$ cat src/rtl/muldiv_sequencer.sv
// muldiv_sequencer: one-at-a-time sequencer for the shared multiply/divide units and HI/LO write ports
module muldiv_sequencer #(
  parameter int MUL_LATENCY = 4,
  parameter int DIV_TIMEOUT = 64
) (
  input  logic       clk,
  input  logic       reset,
  input  logic       op_valid,
  input  logic [2:0] op_code,
  input  logic       divisor_zero,
  input  logic       div_busy,
  input  logic       divu_busy,
  output logic       op_ready,
  output logic       busy,
  output logic       mul_start,
  output logic       mulu_start,
  output logic       div_start,
  output logic       hi_wena,
  output logic [1:0] hi_select,
  output logic       lo_wena,
  output logic [1:0] lo_select,
  output logic       done,
  output logic [1:0] err_code
);
  typedef enum logic [2:0] {IDLE, ISSUE, MUL_WAIT, DIV_ARM, DIV_WAIT, WRITE, DONE} state_t;
  localparam logic [2:0] MULTU = 3'b000, DIVU = 3'b001, DIV = 3'b010, MTHI = 3'b011, MTLO = 3'b100, MUL = 3'b101;
  localparam logic [7:0] MUL_LOAD = 8'(MUL_LATENCY);
  localparam logic [7:0] DIV_LAST = 8'(DIV_TIMEOUT - 2);
  state_t     state_q, state_d;
  logic [2:0] op_q, op_d;
  logic [7:0] cnt_q, cnt_d;
  logic [1:0] err_q, err_d;
  logic       is_div, sel_busy, wr;
  assign is_div   = (op_q == DIVU) || (op_q == DIV);
  assign sel_busy = (op_q == DIVU) ? divu_busy : div_busy;
  assign wr       = state_q == WRITE;
  always_ff @(posedge clk) begin
    if (reset) begin
      state_q <= IDLE;
      op_q    <= 3'b000;
      cnt_q   <= 8'd0;
      err_q   <= 2'b00;
    end else begin
      state_q <= state_d;
      op_q    <= op_d;
      cnt_q   <= cnt_d;
      err_q   <= err_d;
    end
  end
  always_comb begin
    state_d = state_q;
    op_d    = op_q;
    cnt_d   = cnt_q;
    err_d   = err_q;
    case (state_q)
      IDLE: if (op_valid) begin
        op_d = op_code;
        if (op_code == MTHI || op_code == MTLO) state_d = WRITE;
        else if ((op_code == DIVU || op_code == DIV) && divisor_zero) begin
          state_d = DONE;
          err_d   = 2'b01;
        end else if (op_code[2:1] == 2'b11) begin
          state_d = DONE;
          err_d   = 2'b11;
        end else state_d = ISSUE;
      end
      ISSUE: begin
        state_d = is_div ? DIV_ARM : MUL_WAIT;
        cnt_d   = is_div ? 8'd0 : MUL_LOAD;
      end
      MUL_WAIT: begin
        cnt_d = cnt_q - 8'd1;
        if (cnt_q == 8'd1) state_d = (op_q == MULTU) ? WRITE : DONE;
      end
      DIV_ARM: state_d = DIV_WAIT;
      DIV_WAIT: if (!sel_busy) state_d = WRITE;
      else begin
        cnt_d = cnt_q + 8'd1;
        if (cnt_q == DIV_LAST) begin
          state_d = DONE;
          err_d   = 2'b10;
        end
      end
      WRITE: state_d = DONE;
      DONE: begin
        err_d   = 2'b00;
        state_d = IDLE;
      end
      default: state_d = IDLE;
    endcase
  end
  assign op_ready   = state_q == IDLE;
  assign busy       = state_q != IDLE;
  assign mul_start  = (state_q == ISSUE) && (op_q == MUL);
  assign mulu_start = (state_q == ISSUE) && (op_q == MULTU);
  assign div_start  = (state_q == ISSUE) && is_div;
  assign hi_wena    = wr && (op_q != MTLO);
  assign lo_wena    = wr && (op_q != MTHI);
  assign hi_select  = !wr ? 2'd0 : (op_q == MULTU) ? 2'd2 : (op_q == DIV) ? 2'd1 : (op_q == MTHI) ? 2'd3 : 2'd0;
  assign lo_select  = !wr ? 2'd0 : (op_q == MULTU) ? 2'd2 : (op_q == DIV) ? 2'd1 : (op_q == MTLO) ? 2'd3 : 2'd0;
  assign done       = state_q == DONE;
  assign err_code   = done ? err_q : 2'b00;
endmodule

$ cat config.mk
export PLATFORM = sky130hd
export DESIGN_NAME = muldiv_sequencer
export DESIGN_NICKNAME = d
export VERILOG_FILES = /design/src/rtl/muldiv_sequencer.sv
export SDC_FILE = /design/constraint.sdc
export NUM_CORES = 1
export LEC_CHECK = 0
export ABC_AREA = 1
export CORE_MARGIN = 3
export CORE_UTILIZATION = 30
export CTS_BUF_LIST = sky130_fd_sc_hd__clkbuf_4
export DETAILED_ROUTE_END_ITERATION = 6
export GPL_TIMING_DRIVEN = 0
export MAX_ROUTING_LAYER = met4
export PLACE_DENSITY = 0.51
export SYNTH_ARGS = -nofsm -noshare
export SYNTH_HDL_FRONTEND = slang
export SYNTH_SLANG_ARGS = --single-unit
$ cat constraint.sdc
create_clock -name clk -period 1.3 [get_ports clk]
set_input_delay 0.195 -clock clk [delete_from_list [all_inputs] [get_ports clk]]
set_output_delay 0.195 -clock clk [all_outputs]
set_load 0.02 [all_outputs]
==> results.py <==
metrics = {
    "floorplanning": {
        "die_area_um2": 5270,
        "die_x_um": 72.6,
        "start_util_pct": 32.1,
        "die_y_um": 72.6,
        "io_pins": 23,
        "coreArea_um2": 4140,
        "placementRows": 23,
    },
    "critical_path": {
        "critPathRequiredTime_ns": 1.11,
        "end_kind": "primary output",
        "reg2reg_slack_ns": -0.15,
        "cp-start-kind": "flip-flop",
        "critical_path_class": "flip-flop to primary output",
        "reg2reg_depth": 8,
        "arrival_ns": 1.32,
        "crit_fanout": 6,
    },
    "clock_network": {
        "clk_pin_slew_worst_paths_ns": 0.12,
        "cts_buffer_depth": 2,
        "clock_latency_ns": 0.31,
        "cts_sinks": 16,
        "cts_root_buf": "clkbuf_4",
        "cts_tree": "built",
        "cts_buffers": 3,
        "htreeDepth": 1,
    },
    "min_path": {
        "min_path_type": "flip-flop to flip-flop",
        "min_path_cells": 2,
    },
    "synth": {
        "synth_cell_type_count": 29,
        "syn-instance-count": 230,
        "yosysTopAreaCell": "dfxtp_1",
        "synth.avg_cell_area_um2": 5.79,
        "ys_warn_count": 0,
        "synth_edf_count": 0,
        "synth.top_cells.by_area": "dfxtp_1 24%, nand2_1 16%, nor2_1 10%, nand3_1 8.6%, inv_1 8.5%",
        "synth_top_area_share_pct": 24.1,
        "ys_async_sr_fraction_pct": 0,
        "ys_dominant_reg_cell": "dfxtp_1",
        "yosysSeqAreaShare_pct": 24.1,
        "synth-seq-cells": 16,
        "mappedNetlistArea_um2": 1330,
        "syn_nets": 243,
    },
    "finish": {
        "multi_input_area_um2": 1110,
        "layout.nets": 298,
        "final_common_cell": "nand2_1",
        "fill_cells": 439,
        "drive_above_1_share_pct": 44.0,
        "seq_area_um2": 349,
        "diodes": 0,
        "syn_to_final_growth_pct": 62.1,
        "final_cell_area_um2": 2160,
        "final_cell_mix": "42 x nand2_1, 28 x buf_4, 26 x nor2_1",
        "final_cells": 334,
    },
    "placement": {
        "placed_cells": 302,
        "placed_area_um2": 1640,
        "portBuffers": 22,
        "gp_congestion": 0.755,
        "pre_cts_slack_ns": -0.685,
        "detailed_place_hpwl_um": 2950,
    },
    "sta": {
        "hold_viol": 0,
        "relSlewSlack_pct": 81.4,
        "maxSlewViolCount": 0,
        "setup-violations-final": 30,
        "setup_ws_ns": -0.214,
        "min_period_ns": 1.51,
        "fin_crit_sh_pct": 116,
        "rsz0062_at_grt": "true",
        "max_slew.worst_pin.slew_ns": 0.279,
        "max_freq_mhz": 661,
        "finClkSkew_ns": 0.00393,
        "setup_tns_ns": -3.59,
    },
    "routing": {
        "drtIter0Drc": 108,
        "post_drt_via_cell_ratio": 5.01,
        "vias": 1673,
        "avgRoutedWirePerCell_um": 13.5,
        "ant_nets": 0,
        "routed_wl_um": 4500,
        "drc_errors": 0,
        "firstDrtPassIters": 4,
    },
    "grt": {
        "grt_pass1_wl_um": 7000,
        "grt_max_degree": 11,
        "gr-total-overflow": 0,
        "antenna_found_initial": 0,
        "grt_pass1_vias": 1543,
        "grt_usage_pct": 17.2,
    },
    "pwr": {
        "ir_drop_mv": 1.09,
        "p_total_w": 0.00524,
        "p_leak_nw": 0.998,
        "power_density_nw_per_um2": 2430,
    },
    "job": {
        "drv_cap": 0,
    },
    "outcome": {
        "violations": "setup timing",
        "outcome": "finished with violations",
    },
}
[worst max-delay path: stages, from the launching register on]
cell and delay (ns):
dfxtp_4 0.39, inv_4 0.12, nand3_4 0.10, a211oi_2 0.23, buf_4 0.17
[Yosys cell counts (2+ instances only)]
cell,n
a21oi_1,18
a31oi_1,2
clkbuf_1,3
dfxtp_1,16
ha_1,4
inv_1,30
nand2_1,55
nand3_1,23
nand4_1,3
nor2_1,36
nor3_1,2
nor3b_1,2
o21ai_0,19
xor2_1,2
[through the flow]
step | hold slack [ns] | util (%)
4_1_cts | 0.499 | 46.5
3_5_place_dp | 0.469 | 39.6
5_1_grt | 0.552 | 52.1
6_report | 0.488 | 52.1
2_1_floorplan | 0.254 | -
3_3_place_gp | 0.462 | 39.6
[timing repair]
item / in CTS / in global routing
gates cloned: 1 / 0
hold buffers: 0 / 0
endpoints found under the setup margin: 30 / 30
setup buffers: 20 / 10
gates resized for setup: 131 / 54
pin swaps: 11 / 18
[logic make-up (layout without fill, tap and decap cells)]
family          after synthesis  in the layout  synth area share, %
fa+ha+maj                     4              4                 3.76
flops                        16             16                 24.1
simple gates                129            130                 43.4
buf+inv                      36             89                 10.4
compound gates               42             42                 16.4
xor+xnor                      3              3                 1.97
[final timing paths]
kind / endpoint / startpoint
worst max-delay path: lo_select[0] / op_q[0]$_SDFFE_PP0P_
worst min-delay path: err_q[1]$_SDFFE_PP0P_ / err_q[1]$_SDFFE_PP0P_
worst max register to register: cnt_q[7]$_SDFFE_PP0P_ / state_q[0]$_SDFFE_PP0P_
worst min register to register: err_q[1]$_SDFFE_PP0P_ / err_q[1]$_SDFFE_PP0P_
[metal layers]
metal / global-route usage, % / up-vias / share of wire, %
li1: - / 858 / -
met1: 21.3 / 771 / 45
met2: 28.9 / 40 / 48
met3: 3.99 / 4 / 5.6
met4: 3.28 / 0 / 0.98
met5: - / - / 0
[cell type report]
type,instances,share of cell area (%)
buffer,2,0.754
clock buffer,3,1.04
clock inverter,1,0.174
inverter,32,6.49
multi-input combinational,179,51.5
sequential,16,16.2
tap,50,2.90
timing repair buffer,51,21.0
[registers in the layout, summed over array words and instances (netlist names)]
register	flops
err_q	2
state_q	3
cnt_q	8
op_q	3
[power breakdown]
| group | total, W | internal [W] | leakage [nW] | switching [W] |
|---|---|---|---|---|
| sequential | 0.00100 | 0.000734 | 0.138 | 0.000266 |
| combinational | 0.00392 | 0.00170 | 0.845 | 0.00222 |
| clock | 0.000321 | 0.000112 | 0.0154 | 0.000209 |
No activity file was read; power rests on OpenSTA's default activity.
